### config.mk
export PLATFORM = sky130hd
export DESIGN_NAME = fifo_burst_reader_flat
export DESIGN_NICKNAME = d
export VERILOG_FILES = /design/src/rtl/fifo_burst_reader_if.sv /design/src/rtl/fifo_burst_reader.sv /design/src/flat_wrapper.sv
export SDC_FILE = /design/constraint.sdc
export NUM_CORES = 1
export LEC_CHECK = 0
export CORE_MARGIN = 1.5
export CORE_UTILIZATION = 55
export CTS_CLUSTER_DIAMETER = 60
export DETAILED_ROUTE_END_ITERATION = 7
export PLACE_DENSITY = 0.92
export SLEW_MARGIN = 20
export SYNTH_ARGS = -nofsm -noshare
export SYNTH_HDL_FRONTEND = slang
export SYNTH_SLANG_ARGS = --single-unit
### constraint.sdc
create_clock -name clk -period 5.18 [get_ports clk]
set_input_delay 1.554 -clock clk [delete_from_list [all_inputs] [get_ports clk]]
set_output_delay 1.554 -clock clk [all_outputs]
set_load 0.005 [all_outputs]
### src/rtl/fifo_burst_reader_if.sv
// +-------------------------------------------------------------------+
// | fifo_burst_reader_if: command, FIFO read port and output stream   |
// | bundle for fifo_burst_reader.                        Rev 1.0      |
// +-------------------------------------------------------------------+
`timescale 1ns/1ps
`default_nettype none

interface fifo_burst_reader_if #(
  parameter int FIFO_WIDTH = 16,
  parameter int LEN_W      = 8
);
  logic                  start;
  logic [LEN_W-1:0]      len;
  logic                  busy;
  logic                  done;
  logic                  proto_err;
  logic                  fifo_rd_en;
  logic                  fifo_empty;
  logic                  fifo_valid;
  logic [FIFO_WIDTH-1:0] fifo_data_out;
  logic                  m_valid;
  logic                  m_ready;
  logic [FIFO_WIDTH-1:0] m_data;
  logic [LEN_W-1:0]      rd_count;

  // master: the burst reader itself
  modport master (
    input  start, len, fifo_empty, fifo_valid, fifo_data_out, m_ready,
    output busy, done, proto_err, fifo_rd_en, m_valid, m_data, rd_count
  );

  // slave: the surrounding FIFO, command source and stream consumer
  modport slave (
    output start, len, fifo_empty, fifo_valid, fifo_data_out, m_ready,
    input  busy, done, proto_err, fifo_rd_en, m_valid, m_data, rd_count
  );
endinterface

`default_nettype wire

### src/rtl/fifo_burst_reader.sv
// +-------------------------------------------------------------------+
// | fifo_burst_reader: drains a len-word burst from a sync FIFO into  |
// | a valid/ready stream through a 2-entry skid buffer.  Rev 1.0      |
// +-------------------------------------------------------------------+
`timescale 1ns/1ps
`default_nettype none

module fifo_burst_reader #(
  parameter int FIFO_WIDTH = 16,
  parameter int LEN_W      = 8
) (
  input  logic               clk,
  input  logic               rst,
  fifo_burst_reader_if.master bus
);

  typedef enum logic [1:0] {
    S_IDLE  = 2'd0,
    S_READ  = 2'd1,
    S_DRAIN = 2'd2,
    S_DONE  = 2'd3
  } state_t;

  state_t                r_state;
  logic [LEN_W-1:0]      r_len;
  logic [LEN_W-1:0]      r_issued;
  logic [LEN_W-1:0]      r_count;
  logic                  r_inflight;
  logic                  r_busy;
  logic                  r_done;
  logic                  r_proto_err;
  logic [1:0]            r_occ;
  logic [FIFO_WIDTH-1:0] r_head;
  logic [FIFO_WIDTH-1:0] r_tail;

  logic                  w_pop;
  logic                  w_cap;
  logic                  w_start_acc;
  logic                  w_rd_en;
  logic [2:0]            w_load;
  logic [1:0]            w_occ_next;

  assign w_pop       = (r_occ != 2'd0) && bus.m_ready;
  assign w_cap       = bus.fifo_valid && r_inflight;
  assign w_start_acc = (r_state == S_IDLE) && bus.start;
  // Words held or on their way after this edge; a new read must still fit.
  assign w_load      = {1'b0, r_occ} + {2'b00, r_inflight} - {2'b00, w_pop};
  assign w_rd_en     = (r_state == S_READ) && !bus.fifo_empty &&
                       (r_issued < r_len) && (w_load < 3'd2);
  assign w_occ_next  = r_occ + {1'b0, w_cap} - {1'b0, w_pop};

  always_ff @(posedge clk or posedge rst) begin
    if (rst) begin
      r_occ      <= 2'd0;
      r_head     <= '0;
      r_tail     <= '0;
      r_inflight <= 1'b0;
    end else begin
      r_inflight <= w_rd_en;
      r_occ      <= w_occ_next;
      if (w_pop && (r_occ == 2'd2))
        r_head <= r_tail;
      else if (w_cap && ((r_occ == 2'd0) || (w_pop && (r_occ == 2'd1))))
        r_head <= bus.fifo_data_out;
      if (w_cap && (((r_occ == 2'd1) && !w_pop) || ((r_occ == 2'd2) && w_pop)))
        r_tail <= bus.fifo_data_out;
    end
  end

  always_ff @(posedge clk or posedge rst) begin
    if (rst) begin
      r_state     <= S_IDLE;
      r_len       <= '0;
      r_issued    <= '0;
      r_count     <= '0;
      r_busy      <= 1'b0;
      r_done      <= 1'b0;
      r_proto_err <= 1'b0;
    end else begin
      r_done      <= 1'b0;
      r_proto_err <= (bus.fifo_valid != r_inflight) ||
                     (r_proto_err && !w_start_acc);
      if (w_rd_en)
        r_issued <= r_issued + LEN_W'(1);
      if (w_pop)
        r_count <= r_count + LEN_W'(1);
      case (r_state)
        S_IDLE: begin
          if (bus.start) begin
            r_len    <= bus.len;
            r_issued <= '0;
            r_count  <= '0;
            r_busy   <= 1'b1;
            if (bus.len != '0) begin
              r_state <= S_READ;
            end else begin
              r_state <= S_DONE;
              r_done  <= 1'b1;
            end
          end
        end
        S_READ: begin
          if (r_issued == r_len)
            r_state <= S_DRAIN;
        end
        S_DRAIN: begin
          // Leave as soon as the last word is handed off this cycle.
          if (!r_inflight && (w_occ_next == 2'd0)) begin
            r_state <= S_DONE;
            r_done  <= 1'b1;
          end
        end
        S_DONE: begin
          r_state <= S_IDLE;
          r_busy  <= 1'b0;
        end
        default: r_state <= S_IDLE;
      endcase
    end
  end

  assign bus.busy       = r_busy;
  assign bus.done       = r_done;
  assign bus.proto_err  = r_proto_err;
  assign bus.fifo_rd_en = w_rd_en;
  assign bus.m_valid    = (r_occ != 2'd0);
  assign bus.m_data     = r_head;
  assign bus.rd_count   = r_count;

endmodule

`default_nettype wire

### src/flat_wrapper.sv
// flat-port wrapper written by rule: the top's interface ports become plain ports
module fifo_burst_reader_flat 
#(
  parameter int FIFO_WIDTH = 16,
  parameter int LEN_W      = 8
)
  (clk, rst, bus_start, bus_len, bus_fifo_empty, bus_fifo_valid, bus_fifo_data_out, bus_m_ready, bus_busy, bus_done, bus_proto_err, bus_fifo_rd_en, bus_m_valid, bus_m_data, bus_rd_count);
  fifo_burst_reader_if #(.FIFO_WIDTH(FIFO_WIDTH), .LEN_W(LEN_W)) bus_i ();
  input  logic clk;
  input  logic rst;
  input wire logic [$bits(bus_i.start)-1:0] bus_start;
  input wire logic [$bits(bus_i.len)-1:0] bus_len;
  input wire logic [$bits(bus_i.fifo_empty)-1:0] bus_fifo_empty;
  input wire logic [$bits(bus_i.fifo_valid)-1:0] bus_fifo_valid;
  input wire logic [$bits(bus_i.fifo_data_out)-1:0] bus_fifo_data_out;
  input wire logic [$bits(bus_i.m_ready)-1:0] bus_m_ready;
  output wire logic [$bits(bus_i.busy)-1:0] bus_busy;
  output wire logic [$bits(bus_i.done)-1:0] bus_done;
  output wire logic [$bits(bus_i.proto_err)-1:0] bus_proto_err;
  output wire logic [$bits(bus_i.fifo_rd_en)-1:0] bus_fifo_rd_en;
  output wire logic [$bits(bus_i.m_valid)-1:0] bus_m_valid;
  output wire logic [$bits(bus_i.m_data)-1:0] bus_m_data;
  output wire logic [$bits(bus_i.rd_count)-1:0] bus_rd_count;
  assign bus_i.start = bus_start;
  assign bus_i.len = bus_len;
  assign bus_i.fifo_empty = bus_fifo_empty;
  assign bus_i.fifo_valid = bus_fifo_valid;
  assign bus_i.fifo_data_out = bus_fifo_data_out;
  assign bus_i.m_ready = bus_m_ready;
  assign bus_busy = bus_i.busy;
  assign bus_done = bus_i.done;
  assign bus_proto_err = bus_i.proto_err;
  assign bus_fifo_rd_en = bus_i.fifo_rd_en;
  assign bus_m_valid = bus_i.m_valid;
  assign bus_m_data = bus_i.m_data;
  assign bus_rd_count = bus_i.rd_count;
  fifo_burst_reader #(.FIFO_WIDTH(FIFO_WIDTH), .LEN_W(LEN_W)) u_core (.clk(clk), .rst(rst), .bus(bus_i));
endmodule
; ---- Word level (Yosys, flattened, before mapping)
; Cells that the tools add are included.
; W data, S select, Z words.
[classes]
mul = 0
order_cmp = 2
shifts = 0
eq_ne = 10
n_bitwise = 0
reduce_logical = 30
addsub = 6
div = 0
mux = 19
[op_table]
columns = cell, n
row1 = $mux W8, 6
row2 = $mux W16, 2
row3 = $add A8 B1 Y8 const B, 2
row4 = $logic_and A1 B1 Y1, 13
row5 = $eq A8 B8 Y1, 1
row6 = $lt A8 B8 Y1, 1
row7 = $mux W2, 4
row8 = $pmux W2 S4, 1
row9 = $reduce_bool A8 Y1, 1
row10 = $eq A2 B2 Y1 const B, 3
row11 = $logic_not A2 Y1, 3
row12 = $reduce_bool A2 Y1, 3
row13 = $eq A2 B1 Y1 const B, 2
row14 = $logic_not A1 Y1, 4
row15 = $mux W1, 4
row16 = $ne A2 B2 Y1 const B, 2
row17 = $pmux W1 S2, 2
row18 = $reduce_and A2 Y1, 2
row19 = $add A2 B1 Y3, 1
row20 = $logic_or A1 B1 Y1, 3
row21 = $lt A3 B2 Y1 const B, 1
row22 = $reduce_and A3 Y1, 1
row23 = $sub A3 B1 Y3, 1
row24 = $add A2 B1 Y2, 1
row25 = other kinds (3), 3
[totals]
ramBits = 0
romBits = 0
ff_bits = 64
inputBits = 30
latchBits = 0
elab_cells = 78
output_inout_bits = 29
n_memories = 0

; ---- Depth between registers and ports, before layout
; Gate-level depths: netlist of run 1.
[depth]
ltp_word = 8
depth_mapped = 10
ltp_nobuf = 9

; ---- Least setup slack after synthesis of run 1
; Ideal clock, no wire load.
[synth_path]
path_kind = input to output
start = input bus_m_ready
end = output bus_fifo_rd_en
cell_stages = 6
path_buffers = 0
path_slack_ns = 0.653
required_time_ns = 3.626
t_arrival_ns = 2.973
cell_sequence = o21ai_1 > nor2_1 > fa_1 > and4bb_2 > nand3_2 > nor3_4
[synth_via]
elab_chain_cells = 4
[synth_lines]
columns = item, line_no
row1 = start: declaration, flat_wrapper.sv:16  ; input wire logic [$bits(bus_i.m_ready)-1:0] bus_m_ready;
row2 = $logic_and A1 B1 Y1, fifo_burst_reader.sv:43  ; assign w_pop = (r_occ != 2'd0) && bus.m_ready;
row3 = $sub A3 B1 Y3, fifo_burst_reader.sv:47  ; assign w_load = {1'b0, r_occ} + {2'b00, r_inflight} - {2'b00, w_pop};
row4 = $lt A3 B2 Y1, fifo_burst_reader.sv:49  ; (r_issued < r_len) && (w_load < 3'd2);
row5 = $logic_and A1 B1 Y1, fifo_burst_reader.sv:49
row6 = end: declaration, flat_wrapper.sv:20  ; output wire logic [$bits(bus_i.fifo_rd_en)-1:0] bus_fifo_rd_en;
; Every way passes these cells.

; ---- Worst setup path in the final report of run 1
; Same ends and word-level chain as after synthesis.

==> qor.txt, run 1 <==
I/O pin count -> 59
Worst-Skew Late Latency -> 0.34 ns
Layout Skew -> 0.008613 ns
CTS tree -> yes
DR pass1 iterations -> 4
CP peak stage delay -> 0.50 ns
CP max FO -> 6
CP max-delay cell -> fa_1
clk buf depth -> 2
main area contributors after synthesis -> dfrtp_1 48%, mux2i_1 7.6%, ha_1 6.4%
CORE AREA -> 5851 um^2
GRT Util Overall -> 23.63%
Worst VDD drop -> 0.2542 mV
register area share after synthesis -> 48.39%
# rows -> 28
EDFF count, synth -> 0
Worst-Margin Slew -> 0.8813 ns
Mapped Nets -> 347
top cell type's share of synthesized area -> 48.39%
DP HPWL -> 4908 um
Slew Limit Fails -> 0
cell area after layout -> 4197 um^2
number of buffers added for setup after CTS -> 0
global route overflow -> 0
Synth Cell Area -> 3309 um^2
post-synthesis compound-gate area fraction -> 7.146%
CTS Hold Buffers Added -> 0
H-tree Lvls -> 3
vias in the first global route -> 2497
Synth async-reset ratio -> 100.0%
initial cell density of the core -> 56.57%
die area -> 6492 um^2
antenna diode count -> 0
final setup violation count -> 0
CP Launch Type -> primary input
dominant cell type by area after synthesis -> dfrtp_1
initial antenna violation count -> 0
post-layout min period -> 4.905 ns
Yosys cell types -> 48
global-route wire length before repair -> 11410 um
post-synthesis mux area share -> 14.59%
Clock Pin Slew Worst Setup and Hold Paths -> 0.07 ns
CTS root buf -> clkbuf_8
dpl cells -> 426
slew margin rel. -> 41.24%
Synth top cells by count -> 64 x dfrtp_1, 27 x nor2_1, 26 x nand2_1
DRC -> 0
Critical Path, Cell by Cell -> clkdlybuf4s15_2 > xor2_1 > nand2_1 > fa_1 > and4bb_2 > nand3_2 > nor3_4 > dlygate4sd2_1
vias per inst -> 5.489
Simple-Gate Fraction of Synth Area -> 15.69%
number of port buffers -> 58
via count -> 2426
CP Capture Type -> output pin
Synthesis Warnings -> 0
required time of the critical path -> 3.63 ns
largest net degree at the start of global routing -> 40
crit path kind -> primary input to output pin
DP Area -> 3954 um^2
area share of xor/xnor cells in the synthesized design -> 3.062%
Area growth, synth to finish -> 26.81%
Num Clock Sinks -> 64
total negative setup slack -> 0 ns
endpoints failing hold -> 0
Post-Synth Adder-Cell Area -> 7.032%
RSZ-0062 raised after global routing -> no
final wirelength -> 6902 um
DRT iter0 DRCs -> 114
Synth Register Bits -> 64
Top FF cell, synth -> dfrtp_1
WP buf/inv -> 2
filler cell count in the final layout -> 405
Hold Crit Class -> flip-flop to flip-flop
synthesized area per cell -> 11.07 um^2
non-filler cells, final -> 442
final period utilization -> 94.69%
CTS Buf Count -> 9
Max-Cap Viols -> 0
GP Congestion -> 0.8243
Synth Instances -> 299
most used standard cell by instance count after synthesis -> dfrtp_1
CP arrival -> 3.35 ns
Antenna Nets Post-Route -> 0
fmax -> 203.9 MHz
P per Cell Area -> 507.9 nW/um^2
Leakage -> 2.011 nW
run status -> complete, no violations
# nets final -> 410
Die Span Y -> 80.57 um
layout cells sized above 1 -> 13.90%
Die Wd -> 80.57 um
largest family of logic cells by synthesized area -> simple AND/OR/NAND/NOR gates
Avg WL per Cell -> 15.62 um
delay-heaviest family, CP -> simple AND/OR/NAND/NOR gates
report_power, final:
group	leakage (nW)	switching, W	total [W]	internal (W)
Combinational	1.09	0.000405	0.000847	0.000443
Clock	0.116	0.000185	0.000503	0.000318
Sequential	0.809	0.000116	0.000781	0.000666
Total	2.01	0.000705	0.00213	0.00143
placed cells by master, fill, tap and decap left out, drive strengths merged, types with 2 or more instances in the layout:
master / n
nand2: 27
bufinv: 3
nand2b: 9
clkdlybuf4s50: 56
xor2: 4
nor3: 4
mux2: 17
clkbuf: 10
nor4: 6
inv: 17
xnor2: 4
nand3b: 2
o21ai: 12
nor4b: 2
dfrtp: 64
mux2i: 25
ha: 17
o211ai: 2
buf: 5
nand3: 7
and3: 3
a21oi: 19
nor2: 27
clkinv: 2
nand4: 7
state kept, by name, summed over array words and instances (netlist names):
signal / count
u_core.bus.m_data: 16
u_core.r_tail: 16
u_core.bus.rd_count: 8
u_core.r_issued: 8
u_core.r_len: 8
u_core.r_occ: 2
u_core.r_state: 2
u_core.bus.busy: 1
u_core.bus.done: 1
u_core.bus.proto_err: 1
u_core.r_inflight: 1
worst paths after layout:
path / start / endpoint / slack [ns] / cells past startpoint
max: bus_m_ready / bus_fifo_rd_en / 0.28 / 8
min: u_core.bus.proto_err / u_core.bus.proto_err / 0.48 / 1
min reg2reg: u_core.bus.proto_err / u_core.bus.proto_err / 0.48 / 1
min in group asynchronous: rst / u_core.r_tail[3] / 1.70 / 2
max reg2reg: u_core.r_occ[1] / u_core.r_issued[7] / 2.64 / 8
max in group asynchronous: rst / u_core.bus.m_data[12] / 2.64 / 3
cell families after synthesis:
| logic type | Yosys count |
|---|---|
| XOR/XNOR | 9 |
| flip-flops | 64 |
| buffers and inverters | 28 |
| adder cells (fa/ha/maj) | 18 |
| AO/OA/AOI/OAI | 39 |
| multiplexers | 42 |
| AND/OR/NAND/NOR | 99 |
final cells by class:
| cell class | count | area (um^2) | share of cell area [%] |
|---|---|---|---|
| Sequential cell | 64 | 1602 | 38.16 |
| Timing Repair Buffer | 63 | 618.1 | 14.73 |
| Multi-Input combinational cell | 207 | 1584 | 37.75 |
| Tap cell | 75 | 93.84 | 2.236 |
| Clock inverter | 6 | 107.6 | 2.564 |
| Inverter | 17 | 63.81 | 1.521 |
| Clock buffer | 10 | 127.6 | 3.041 |
worst register-to-register path, stage by stage (launching register included):
cell	delay, ns
dfrtp_1	0.52
o21ai_1	0.23
nor2_1	0.09
fa_1	0.51
and4bb_2	0.23
nand3_2	0.10
buf_4	0.18
nor4_1	0.38
mux2i_1	0.23
per-layer routing:
layer,share of wire (%),global-route usage (%),vias to the layer above
met5,0,0,-
met4,2.6,9.828,0
met3,4.8,6.932,18
met2,51,40.42,64
met1,42,27.56,1183
li1,-,-,1161
through the flow:
step	hold slack (ns)	total power (W)	util (%)	worst slack (ns)
after CTS	0.4849	0.002152	71.60	0.2724
after floorplan	0.4497	0.001307	-	0.6526
after global routing	0.4923	0.002295	71.73	0.2000
final	0.4820	0.002131	71.73	0.2753
after detailed placement	0.4686	0.001637	67.58	-0.3560
after global placement	0.4633	0.001579	67.58	-0.2888
what timing repair did:
item	4_1_cts	5_1_grt
setup endpoints to repair	1	0
resized for setup	4	0
hold endpoints to repair	0	0
(Power assumes the default switching activity.)
==> inputs of run 2 (changes only) <==
TNS_END_PERCENT = 20   (was default)
==> results of run 2 <==
No change in the layout: final DEF, timing and power equal those of run 1.
==> inputs of run 3 (changes only) <==
CTS_CLUSTER_DIAMETER = default   (was 60)
clock period = 6.3 ns   (was 5.18 ns; I/O delays follow)
==> qor.txt, run 3 (synthesized netlist as in run 1, its figures left out) <==
Avg WL per Cell -> 15.49 um (-0.83%)
r2r setup slk -> 3.74 ns (+1.10 ns)
min-delay src -> u_core.bus.proto_err
Die Wd -> 80.57 um (unchanged)
Die Span Y -> 80.57 um (unchanged)
CP Capture Type -> output pin
post-layout min period -> 5.831 ns
Hold Crit Class -> flip-flop to flip-flop
Slew Limit Fails -> 0 (unchanged)
DP HPWL -> 4888 um (-0.41%)
CTS Hold Buffers Added -> 0 (unchanged)
DP Area -> 3954 um^2 (unchanged)
Layout Skew -> 0.007359 ns (-0.001253 ns)
RSZ-0062 raised after global routing -> no
total negative setup slack -> 0 ns (unchanged)
global route overflow -> 0 (unchanged)
vias in the first global route -> 2503 (+0.24%)
CP max-delay cell -> clkdlybuf4s50_1
vias per inst -> 5.571 (+1.5%)
Internal -> 0.001116 W (-22%)
CP arrival -> 3.94 ns (+0.59 ns)
CP peak stage delay -> 0.53 ns (+0.03 ns)
Critical Path, Cell by Cell -> dlymetal6s2s_1 > xor2_1 > nand2_1 > fa_1 > and4bb_2 > nand3_2 > nor3_4 > clkdlybuf4s50_1
WP buf/inv -> 2 (unchanged)
total power -> 0.001709 W (-20%)
Comb power frac -> 41.3% (+1.5 points)
layout cells sized above 1 -> 13.90% (unchanged)
global-route wire length before repair -> 11070 um (-3.0%)
Switching Fraction -> 34.70% (+1.6 points)
slew margin rel. -> 40.17% (-1.1 points)
I/O pin count -> 59 (unchanged)
clk buf depth -> 2 (unchanged)
GP Congestion -> 0.8058 (-2.2%)
DRT iter0 DRCs -> 139 (+22%)
GRT Util Overall -> 22.71% (-0.93 points)
hold path depth -> 1 (unchanged)
CTS tree -> yes
Switch Pwr -> 0.0005931 W (-16%)
delay-heaviest family, CP -> buffers and inverters
Worst-Margin Slew -> 0.8974 ns (+0.01610 ns)
most frequent cells in the layout -> 64 x dfrtp_1, 57 x clkdlybuf4s50_1, 27 x nor2_1
FF-to-FF End -> u_core.r_issued[3]
# rows -> 28 (unchanged)
endpoints failing hold -> 0 (unchanged)
via count -> 2468 (+1.7%)
Worst VDD drop -> 0.1853 mV (-27%)
number of port buffers -> 58 (unchanged)
Clk pwr share -> 21.1% (-2.5 points)
Max-Cap Viols -> 0 (unchanged)
RR Startpoint -> u_core.r_occ[1]
CP Launch Type -> primary input
Worst-Skew Late Latency -> 0.34 ns (about the same)
hold endpoint -> u_core.bus.proto_err
CORE AREA -> 5851 um^2 (unchanged)
Clock Pin Slew Worst Setup and Hold Paths -> 0.07 ns (about the same)
CP Depth -> 8 (unchanged)
DRC -> 0 (unchanged)
initial antenna violation count -> 1 (+1)
Leakage -> 2.000 nW (-0.56%)
CTS root buf -> clkbuf_8
P per Cell Area -> 409.6 nW/um^2 (-19%)
Reg2Reg Depth -> 8 (unchanged)
required time of the critical path -> 4.41 ns (+0.78 ns)
final wirelength -> 6860 um (-0.61%)
run status -> complete, no violations
cell area after layout -> 4173 um^2 (-0.57%)
final period utilization -> 92.55%
Num Clock Sinks -> 64 (unchanged)
CP max FO -> 6 (unchanged)
# nets final -> 410 (unchanged)
Min Hold Slack -> 0.5059 ns (+0.02393 ns)
sequential power share -> 37.6% (+0.9 points)
initial cell density of the core -> 56.57% (unchanged)
largest net degree at the start of global routing -> 65 (+63%)
Area growth, synth to finish -> 26.09%
die area -> 6492 um^2 (unchanged)
fmax -> 171.5 MHz
DR pass1 iterations -> 5 (+1)
Antenna Nets Post-Route -> 0 (unchanged)
CTS Buf Count -> 9 (unchanged)
crit path kind -> primary input to output pin
most common cell after layout, fill and taps aside -> dfrtp_1
H-tree Lvls -> 3 (unchanged)
final setup violation count -> 0 (unchanged)
==> run 3: how the worst max path moves through the flow <==
| stage | from | to | slack, ns |
|---|---|---|---|
| 3_3_place_gp | bus_m_ready | bus_fifo_rd_en | 0.16 |
| 3_5_place_dp | bus_m_ready | bus_fifo_rd_en | 0.08 |
| 6_report | bus_m_ready | bus_fifo_rd_en | 0.47 |
| 4_1_cts | bus_m_ready | bus_fifo_rd_en | 0.07 |
| 2_1_floorplan | bus_m_ready | bus_fifo_rd_en | 1.10 |
| 5_1_grt | bus_m_ready | bus_fifo_rd_en | 0.37 |
==> run 3: final cells by class <==
cell class | instances | area [um^2]
fill | 404 | 1678
timing repair buffer | 63 | 620.6
multi-input combinational | 207 | 1584
sequential | 64 | 1602
clock buffer | 11 | 151.4
tap | 75 | 93.84
antenna | 1 | 2.502
inverter | 17 | 63.81
clock inverter | 5 | 55.05
==> run 3: repair_timing <==
action / 4_1_cts / 5_1_grt
buffers inserted: 0 / 0
endpoints found under the setup margin: 0 / 1
endpoints found under the hold margin: 0 / 0
gates resized for setup: 0 / 1
==> run 3: stage by stage <==
step	std cells	util (%)	setup WS [ns]
2_1_floorplan	299	-	1.101
3_3_place_gp	426	67.58	0.1586
3_5_place_dp	426	67.58	0.08225
4_1_cts	442	71.11	0.06876
5_1_grt	443	71.32	0.3669
6_report	443	71.32	0.4694
==> run 3: layer usage <==
| metal | routed length (um) | track usage (%) | vias up | part of all wire, % |
|---|---|---|---|---|
| met3 | 336 | 4.205 | 16 | 4.9 |
| met2 | 3628 | 40.42 | 83 | 53 |
| li1 | - | - | 1162 | - |
| met5 | 0 | 0 | - | 0 |
| met1 | 2771 | 26.51 | 1207 | 40 |
| met4 | 124 | 9.828 | 0 | 1.8 |
==> run 3: power by group through the flow <==
| stage | sequential [W] | combinational, W | clock [W] |
|---|---|---|---|
| floorplan | 0.000628 | 0.000446 | 0 |
| global placement | 0.000636 | 0.000661 | 0 |
| detailed placement | 0.000648 | 0.000708 | 0 |
| CTS | 0.000640 | 0.000714 | 0.000365 |
| global route | 0.000656 | 0.000787 | 0.000385 |
| finish | 0.000643 | 0.000706 | 0.000361 |
